===== src/rtl/alu_pkg.sv =====
// Shared opcode, flag and state definitions for alu_seq.
// ALU_SEQ_MUL_EN selects whether the iterative multiplier is built.
package alu_pkg;

  typedef enum logic [3:0] {
    OP_ADD = 4'd0,
    OP_SUB = 4'd1,
    OP_MUL = 4'd2,
    OP_OR  = 4'd3,
    OP_NOT = 4'd4,
    OP_XOR = 4'd5,
    OP_AND = 4'd6,
    OP_SHL = 4'd7,
    OP_SHR = 4'd8,
    OP_SRA = 4'd9
  } alu_op_e;

  localparam int unsigned FLAG_N = 3;
  localparam int unsigned FLAG_Z = 2;
  localparam int unsigned FLAG_C = 1;
  localparam int unsigned FLAG_V = 0;

  typedef enum logic [1:0] {
    ST_IDLE = 2'd0,
    ST_MUL  = 2'd1,
    ST_HOLD = 2'd2
  } alu_seq_state_e;

  function automatic logic [3:0] pack_flags(input logic n, input logic z,
                                            input logic c, input logic v);
    logic [3:0] f;
    f         = '0;
    f[FLAG_N] = n;
    f[FLAG_Z] = z;
    f[FLAG_C] = c;
    f[FLAG_V] = v;
    return f;
  endfunction

endpackage


===== src/rtl/alu_seq_mul.sv =====
// Iterative shift-add unsigned multiplier: one partial product per clock.
// The final accumulate is presented combinationally with o_done so the
// caller can capture the product on the WIDTH-th step edge.
module alu_seq_mul
  import alu_pkg::*;
#(
  parameter int unsigned WIDTH = 32
) (
  input  logic               clk,
  input  logic               rst_n,
  input  logic               i_start,
  input  logic [WIDTH-1:0]   i_a,
  input  logic [WIDTH-1:0]   i_b,
  output logic               o_done,
  output logic [2*WIDTH-1:0] o_product
);

  localparam int unsigned    CW   = $clog2(WIDTH);
  localparam logic [CW-1:0]  LAST = CW'(WIDTH - 1);

  logic               r_busy;
  logic [CW-1:0]      r_cnt;
  logic [2*WIDTH-1:0] r_acc;
  logic [2*WIDTH-1:0] r_mcand;
  logic [WIDTH-1:0]   r_mplier;
  logic [2*WIDTH-1:0] w_acc_next;

  // Add the shifted multiplicand when the current multiplier bit is set.
  always_comb begin
    w_acc_next = r_acc;
    if (r_mplier[0]) begin
      w_acc_next = r_acc + r_mcand;
    end
  end

  assign o_done    = r_busy && (r_cnt == LAST);
  assign o_product = w_acc_next;

  // Operand latch on start, then one shift-add step per clock.
  always_ff @(posedge clk or negedge rst_n) begin
    if (!rst_n) begin
      r_busy   <= 1'b0;
      r_cnt    <= '0;
      r_acc    <= '0;
      r_mcand  <= '0;
      r_mplier <= '0;
    end else if (i_start) begin
      r_busy   <= 1'b1;
      r_cnt    <= '0;
      r_acc    <= '0;
      r_mcand  <= {{WIDTH{1'b0}}, i_a};
      r_mplier <= i_b;
    end else if (r_busy) begin
      r_acc    <= w_acc_next;
      r_mcand  <= r_mcand << 1;
      r_mplier <= r_mplier >> 1;
      if (o_done) begin
        r_busy <= 1'b0;
        r_cnt  <= '0;
      end else begin
        r_cnt <= r_cnt + 1'b1;
      end
    end
  end

endmodule


===== src/rtl/alu_seq.sv =====
// Handshaked sequential ALU: single-cycle ops complete in one clock,
// MUL (only when ALU_SEQ_MUL_EN is defined) iterates over WIDTH clocks.
// Without ALU_SEQ_MUL_EN opcode 2 reports as illegal.
module alu_seq
  import alu_pkg::*;
#(
  parameter int unsigned WIDTH = 32
) (
  input  logic             clk,
  input  logic             reset_n,
  input  logic             in_valid,
  output logic             in_ready,
  input  logic [3:0]       in_op,
  input  logic [WIDTH-1:0] in_a,
  input  logic [WIDTH-1:0] in_b,
  output logic             out_valid,
  input  logic             out_ready,
  output logic [WIDTH-1:0] out_result,
  output logic [3:0]       out_flags,
  output logic             out_illegal
);

  localparam int unsigned SHW = $clog2(WIDTH);

  logic [1:0]           r_rst_pipe;
  logic                 w_rst_n;
  alu_seq_state_e       r_state;
  logic                 r_out_valid;
  logic [WIDTH-1:0]     r_result;
  logic [3:0]           r_flags;
  logic                 r_illegal;

  logic                 w_accept;
  logic [SHW-1:0]       w_sh;
  logic [WIDTH:0]       w_add;
  logic [WIDTH:0]       w_sub;
  logic [WIDTH:0]       w_shl;
  logic [WIDTH:0]       w_shr;
  logic signed [WIDTH:0] w_sra_in;
  logic signed [WIDTH:0] w_sra;
  logic [WIDTH-1:0]     w_res;
  logic                 w_c;
  logic                 w_v;
  logic                 w_illegal;
  logic                 w_is_mul;

  // Asynchronous assert, clock-aligned release of the internal reset.
  always_ff @(posedge clk or negedge reset_n) begin
    if (!reset_n) begin
      r_rst_pipe <= '0;
    end else begin
      r_rst_pipe <= {r_rst_pipe[0], 1'b1};
    end
  end

  assign w_rst_n = r_rst_pipe[1];

  assign in_ready    = w_rst_n && (r_state == ST_IDLE) && (!r_out_valid || out_ready);
  assign w_accept    = in_valid && in_ready;
  assign out_valid   = r_out_valid;
  assign out_result  = r_result;
  assign out_flags   = r_flags;
  assign out_illegal = r_illegal;

  // Single-cycle datapath; shifts carry one extra bit to expose the last bit out.
  always_comb begin
    w_sh      = in_b[SHW-1:0];
    w_add     = {1'b0, in_a} + {1'b0, in_b};
    w_sub     = {1'b0, in_a} - {1'b0, in_b};
    w_shl     = {1'b0, in_a} << w_sh;
    w_shr     = {in_a, 1'b0} >> w_sh;
    w_sra_in  = {in_a, 1'b0};
    w_sra     = w_sra_in >>> w_sh;
    w_res     = '0;
    w_c       = 1'b0;
    w_v       = 1'b0;
    w_illegal = 1'b0;
    w_is_mul  = 1'b0;
    case (in_op)
      OP_ADD: begin
        w_res = w_add[WIDTH-1:0];
        w_c   = w_add[WIDTH];
        w_v   = (in_a[WIDTH-1] == in_b[WIDTH-1]) && (w_res[WIDTH-1] != in_a[WIDTH-1]);
      end
      OP_SUB: begin
        w_res = w_sub[WIDTH-1:0];
        w_c   = ~w_sub[WIDTH];
        w_v   = (in_a[WIDTH-1] != in_b[WIDTH-1]) && (w_res[WIDTH-1] != in_a[WIDTH-1]);
      end
`ifdef ALU_SEQ_MUL_EN
      OP_MUL: w_is_mul = 1'b1;
`endif
      OP_OR:  w_res = in_a | in_b;
      OP_NOT: w_res = ~in_a;
      OP_XOR: w_res = in_a ^ in_b;
      OP_AND: w_res = in_a & in_b;
      OP_SHL: begin
        w_res = w_shl[WIDTH-1:0];
        w_c   = w_shl[WIDTH];
      end
      OP_SHR: begin
        w_res = w_shr[WIDTH:1];
        w_c   = w_shr[0];
      end
      OP_SRA: begin
        w_res = w_sra[WIDTH:1];
        w_c   = w_sra[0];
      end
      default: w_illegal = 1'b1;
    endcase
  end

`ifdef ALU_SEQ_MUL_EN
  logic                 w_mul_start;
  logic                 w_mul_done;
  logic [2*WIDTH-1:0]   w_product;
  logic                 w_mul_hi;

  assign w_mul_start = w_accept && w_is_mul;
  assign w_mul_hi    = |w_product[2*WIDTH-1:WIDTH];

  alu_seq_mul #(
    .WIDTH(WIDTH)
  ) u_mul (
    .clk       (clk),
    .rst_n     (w_rst_n),
    .i_start   (w_mul_start),
    .i_a       (in_a),
    .i_b       (in_b),
    .o_done    (w_mul_done),
    .o_product (w_product)
  );
`endif

  // Control FSM and output register; a stalled result stays untouched.
  always_ff @(posedge clk or negedge w_rst_n) begin
    if (!w_rst_n) begin
      r_state     <= ST_IDLE;
      r_out_valid <= 1'b0;
      r_result    <= '0;
      r_flags     <= '0;
      r_illegal   <= 1'b0;
    end else begin
      case (r_state)
        ST_IDLE: begin
          if (w_accept && w_is_mul) begin
            r_out_valid <= 1'b0;
            r_state     <= ST_MUL;
          end else if (w_accept) begin
            r_out_valid <= 1'b1;
            r_result    <= w_res;
            r_flags     <= pack_flags(w_res[WIDTH-1], w_res == '0, w_c, w_v);
            r_illegal   <= w_illegal;
          end else if (r_out_valid && out_ready) begin
            r_out_valid <= 1'b0;
          end
        end
`ifdef ALU_SEQ_MUL_EN
        ST_MUL: begin
          if (w_mul_done) begin
            r_out_valid <= 1'b1;
            r_result    <= w_product[WIDTH-1:0];
            r_flags     <= pack_flags(w_product[WIDTH-1], w_product[WIDTH-1:0] == '0,
                                      w_mul_hi, w_mul_hi);
            r_illegal   <= 1'b0;
            r_state     <= ST_HOLD;
          end
        end
        ST_HOLD: begin
          if (out_ready) begin
            r_out_valid <= 1'b0;
            r_state     <= ST_IDLE;
          end
        end
`endif
        default: r_state <= ST_IDLE;
      endcase
    end
  end

endmodule


===== config.mk =====
export PLATFORM = sky130hd
export DESIGN_NAME = alu_seq
export DESIGN_NICKNAME = d
export VERILOG_FILES = /design/src/rtl/alu_pkg.sv /design/src/rtl/alu_seq_mul.sv /design/src/rtl/alu_seq.sv
export SDC_FILE = /design/constraint.sdc
export NUM_CORES = 1
export LEC_CHECK = 0
export CAP_MARGIN = 20
export CORE_MARGIN = 5
export CORE_UTILIZATION = 50
export CTS_BUF_LIST = sky130_fd_sc_hd__clkbuf_4 sky130_fd_sc_hd__clkbuf_8
export CTS_CLUSTER_DIAMETER = 120
export CTS_CLUSTER_SIZE = 24
export DETAILED_ROUTE_END_ITERATION = 6
export HOLD_SLACK_MARGIN = 0.1
export PLACE_DENSITY = 0.71
export SLEW_MARGIN = 25
export SYNTH_ARGS = -nofsm -noshare
export SYNTH_HDL_FRONTEND = slang
export SYNTH_HIERARCHICAL = 1
export SYNTH_SLANG_ARGS = --single-unit

===== constraint.sdc =====
create_clock -name clk -period 2.7 [get_ports clk]
set_input_delay 0.81 -clock clk [delete_from_list [all_inputs] [get_ports clk]]
set_output_delay 0.81 -clock clk [all_outputs]
set_load 0.01 [all_outputs]

==> results by group, run 1 <==
STA
  – Worst_ep grt: out_flags[2]$_DFFE_PN0P_/D
  – Worst EP Category: register data pin

Placed design
  – Placement Setup Slack: -2260 ps
  – Routability Congestion: about 1.2
  – Hpwl dp: 51,700 um
  – I/O Buffers: 110
  – Post-DP Area: 17,800 sq um

Status
  – Failed at: global routing (5_1_grt)
  – Error msg: [ERROR GRT-0232] Routing congestion too high. Check the congestion heatmap in the GUI.
  – Status: did not finish

Clocking
  – # hold bufs at CTS: 0
  – Clock sinks: 39
  – H-Tree Depth: 2
  – CTS buffer count: 5
  – Root Buffer: clkbuf_8
  – Clock tree buffer depth: 2

Logic synthesis
  – Synthesized flop and latch total: 39
  – Post-Syn Nets: approximately 1,800
  – Post-synth top area cell: ha_1
  – Count leader, synth: nor2_1
  – Cells after Synth: approximately 1,600
  – Synth top area share: 0.103
  – Synth cell count leaders: 150 x nor2_1, 135 x a21oi_1, 133 x nand2_1
  – Cell area after synthesis: approximately 12,000 sq um
  – Post-synth cell types: 99
  – FFs w/ async S/R, synth: 1.00
  – Seq/Total Area, Yosys: 0.0829
  – Ys flop type: dfrtp_1
  – Mean Syn Cell Area: about 7.4 sq um
  – Ys Warns: 6
  – Synth top area cells: ha_1 10%, mux4_2 9.2%, dfrtp_1 8.3%, a21oi_1 5.7%, mux2i_1 5.2%
  – Number of enable flip-flop cells after synthesis: 0

GRT
  – Pin count of the biggest net entering global routing: 52
  – Total GRT Usage: 0.878
  – Remaining Overflow, GRT: around 690

Die
  – Die H: between 150 and 200 um
  – Width of the die: between 150 and 200 um
  – I/O Pins: 111
  – Num rows: 56
  – Initial Util: 0.504
through the flow:
step            util  hold slack [ps]  setup TNS [ps]  std cells
2_1_floorplan      -              331          -23580       1593
3_3_place_gp   0.764              335          -46600       2529
3_5_place_dp   0.764              366          -48290       2529
4_1_cts        0.899              382          -21240       2650
routing by layer:
layer,overflow,global-route usage
met5,0,0.400
met4,263,0.952
met3,17,0.769
met2,399,1.02
met1,14,0.835
what timing repair did:
| item | in CTS |
|---|---|
| endpoints found under the setup margin | 36 |
| pin swaps | 150 |
| resized for setup | 600 |
| gates cloned | 5 |
| buffers inserted | 125 |
cell families after synthesis:
kind of cell,after synthesis,synth area share
compound gates,535,0.314
xor+xnor,10,0.00744
fa+ha+maj,99,0.107
buf+inv,244,0.0883
flops,39,0.0829
mux,152,0.187
other cells,1,0.000319
simple gates,513,0.213
==> inputs of run 2 (changes only) <==
- CORE_UTILIZATION: 50 -> 35
- CTS_BUF_LIST: sky130_fd_sc_hd__clkbuf_4 sky130_fd_sc_hd__clkbuf_8 -> default
- CTS_CLUSTER_DIAMETER: 120 -> default
- CTS_CLUSTER_SIZE: 24 -> default
- HOLD_SLACK_MARGIN: 0.1 -> default
- PLACE_DENSITY: 0.71 -> default
- PLACE_DENSITY_LB_ADDON: default -> 0.15
==> run 2 against run 1 <==
Compared with the run above:
- the flow now finishes, with violations (negative setup slack)
- synthesized area unchanged
- synthesized cell count unchanged
==> results by group, run 2 <==
Logic synthesis
  – Mux contribution to synthesized area: 0.187 (unchanged)
  – Synth top area cells: ha_1 10%, mux4_2 9.2%, dfrtp_1 8.3%, a21oi_1 5.7%, mux2i_1 5.2% (unchanged)
  – Synth cell count leaders: 150 x nor2_1, 135 x a21oi_1, 133 x nand2_1 (unchanged)
  – Synth Area in Compound Gates: 0.314 (unchanged)
  – Synth Area in XOR/XNOR: 0.00744 (unchanged)
  – Synth Area in Simple Gates: 0.213 (unchanged)
  – Cell area after synthesis: 11,800 sq um (unchanged)
  – Synthesized flop and latch total: 39 (unchanged)
  – Post-Syn Nets: 1,764 (unchanged)
  – Seq/Total Area, Yosys: 0.0829 (unchanged)
  – Post-synth top area cell: ha_1 (unchanged)
  – Largest family of logic cells by synthesized area: compound AO/OA/AOI/OAI gates (unchanged)
  – Synth Area in Adders: 0.107 (unchanged)
  – Ys Warns: 6 (unchanged)
  – Ys flop type: dfrtp_1 (unchanged)
  – Synth top area share: 0.103 (unchanged)
  – Cells after Synth: 1,593 (unchanged)
  – FFs w/ async S/R, synth: 1.00 (unchanged)
  – Count leader, synth: nor2_1 (unchanged)
  – Number of enable flip-flop cells after synthesis: 0 (unchanged)
  – Post-synth cell types: 99 (unchanged)
  – Mean Syn Cell Area: 7.39 sq um (unchanged)

Die
  – Num rows: 67 (was 56)
  – Initial Util: 0.353 (was 0.504)
  – I/O Pins: 111 (unchanged)
  – Width of the die: 193 um (was 163 um)
  – Die H: 193 um (was 163 um)
  – Core area: 33,400 sq um
  – Die ar.: between 30,000 and 40,000 sq um

Clocking
  – Clock Latency Late Sink: between 200 and 300 ps
  – CTS buffer count: 5 (unchanged)
  – # hold bufs at CTS: 0 (unchanged)
  – CTS clk-pin slew, worst paths: 60 ps
  – Clock tree buffer depth: 2 (unchanged)
  – H-Tree Depth: 2 (unchanged)
  – Root Buffer: clkbuf_16 (was clkbuf_8)
  – CTS tree: yes
  – Clock sinks: 39 (unchanged)

Worst setup path
  – Crit-path cells: buf_8 > buf_6 > ha_4 > buf_6 > a2111oi_4 > a211oi_4 > o31ai_4 > buf_6 > a221oi_4 > a221o_1 > buf_6 > a221oi_2 > o21ai_2 > or3b_1 > or4_4 > o31ai_4
  – Worst path slowest cell: or4_4
  – Critical Path RT: slightly below 3000 ps
  – Critical path capture point type: flop
  – Critical path launch point type: input pin
  – Worst Path Max Fanout: 5
  – WP data arrival: 4390 ps
  – Max stage delay on crit path: ~530 ps
  – Critical path's most frequent cell: buf_6
  – Critical path class: in -> reg

Drt
  – # DRC: 0
  – Wirelength per Cell: 26.7 um
  – Routed WL: around 76,000 um
  – DRT iter0 DRCs: between 1,500 and 2,000
  – Via count normalized by instance count: slightly above 6
  – Drt pass-1 iters: 6
  – Via count: roughly 18,000
  – Routed Antenna Nets: 0

Power
  – LEAKAGE: 0.00991 uW
  – Clock Power Share: 0.088
  – Comb pwr share: 0.793
  – Internal: approximately 3700 uW
  – Flop pwr share: 0.119
  – Total power: roughly 6600 uW
  – Net Sw Frac: 0.443
  – VDD IR max: between 0.0003 and 0.0004 V
  – PwrDens: a little under 300 nW/um^2
  – Psw: slightly below 3000 uW

STA
  – Min Clock Period, post-route: about 4200 ps
  – Final setup fails: 35
  – Final Hold Viols: 0
  – Max Fclk: between 200 and 250 MHz
  – Worst clock skew: roughly 3.0 ps
  – RSZ-0062 raised after global routing: true
  – Crit share post-route: 1.55
  – Final setup margin: -1490 ps
  – Count of pins over their slew limit: 0
  – Worst slew pin tran: roughly 740 ps
  – Slew HR: 0.502
  – Hold_ws: around 390 ps

Status
  – Violated checks: negative setup slack
  – Status: finished with violations (was did not finish)

Placed design
  – Post-DP Area: 17,900 sq um (was 17,800 sq um)
  – Routability Congestion: 1.02 (was 1.20)
  – Placement Setup Slack: -2720 ps (was -2260 ps)
  – Hpwl dp: 57,800 um (was 51,700 um)
  – I/O Buffers: 110 (unchanged)

Finish
  – Number of flip-flops in the largest register: 32
  – Nets: 2,568
  – Post-route cell area: approximately 23,000 sq um
  – Layout cells sized above 1: 0.570
  – Leading cell type in the layout, fill and taps excluded: buf_4
  – Syn-to-layout area delta: 92.1%
  – Commonest non-fill, non-tap cells in the layout: 681 x buf_4, 134 x buf_6, 129 x nor2_1, 124 x nand2_1, 83 x a21oi_1

GRT
  – Vias in the first global route: approximately 17,000
  – Total GRT Usage: 0.378
  – Remaining Overflow, GRT: 0
  – First-pass GRT wire length: ~110,000 um
  – Pin count of the biggest net entering global routing: 52
  – Initial antenna violation count: 1

Worst hold path
  – Class of the worst hold path: reg -> reg

Run
  – Max_cap viols: 0
==> run 2: cell counts after synthesis <==
Identical to the previous run, type by type.
==> run 2: power by group through the flow <==
stage / sequential [uW] / clock, uW / combinational [uW]
floorplan: 841 / 0 / 1690
global placement: 777 / 0 / 3860
detailed placement: 788 / 0 / 3860
CTS: 779 / 596 / 4760
global route: 794 / 618 / 5430
finish: 780 / 579 / 5200
==> run 2: final timing paths <==
check                                             start                         end  slack, ps  depth (start not counted)
min in group asynchronous       r_rst_pipe[1]$_DFF_PN0_   out_result[8]$_DFFE_PN0P_        470                          1
max in group asynchronous       r_rst_pipe[1]$_DFF_PN0_  out_result[30]$_DFFE_PN0P_       1870                          1
worst min-delay path            r_rst_pipe[0]$_DFF_PN0_     r_rst_pipe[1]$_DFF_PN0_        390                          0
worst max register to register  r_rst_pipe[1]$_DFF_PN0_    out_flags[2]$_DFFE_PN0P_       -180                          9
worst max-delay path                            in_a[3]    out_flags[2]$_DFFE_PN0P_      -1490                         16
worst min register to register  r_rst_pipe[0]$_DFF_PN0_     r_rst_pipe[1]$_DFF_PN0_        390                          0
==> run 2: through the flow <==
stage	TNS, ps	util	cells
floorplan	-23580	-	1593
global placement	-52800	0.535	2648
detailed placement	-51580	0.535	2648
CTS	-22120	0.643	2807
global route	-24700	0.678	2846
finish	-22460	0.678	2847
==> run 2: worst max-delay path: cells and delay by family <==
family,cells,cell delay [ps]
and+or+nand+nor,2,910
buffers and inverters,5,660
adders and majority gates,1,160
AOI/OAI and AO/OA,8,1860
==> run 2: logic make-up (layout without fill, tap and decap cells) <==
family,count (synthesis),in the layout
buffers and inverters,244,1049
other,1,2
muxes,152,152
adders and majority gates,99,99
and+or+nand+nor,513,513
xor gates and xnor gates,10,10
AOI/OAI and AO/OA,535,535
DFF,39,39
==> run 2: per-layer routing <==
layer / GRT usage / up-vias / share of wire
met2: 0.618 / 1066 / 0.45
met5: 0 / - / 0.000092
met1: 0.488 / 8563 / 0.39
met3: 0.0506 / 265 / 0.082
met4: 0.192 / 2 / 0.072
li1: - / 7677 / -
==> run 2: area by class of cell <==
class,instances,area [sq um]
tap,448,561
antenna,1,2.50
sequential,39,976
timing repair buffer,938,8030
clock inverter,3,15.0
clock buffer,5,125
inverter,103,432
multi-input combinational,1310,12500
fill,2816,10800
==> run 2: repair_timing <==
| item | in CTS | in global routing |
|---|---|---|
| resized for setup | 679 | 186 |
| buffers inserted | 165 | 63 |
| gates cloned | 3 | 2 |
| pin swaps | 195 | 124 |
| endpoints found under the setup margin | 36 | 36 |
Power figures use the tool's default switching activity.
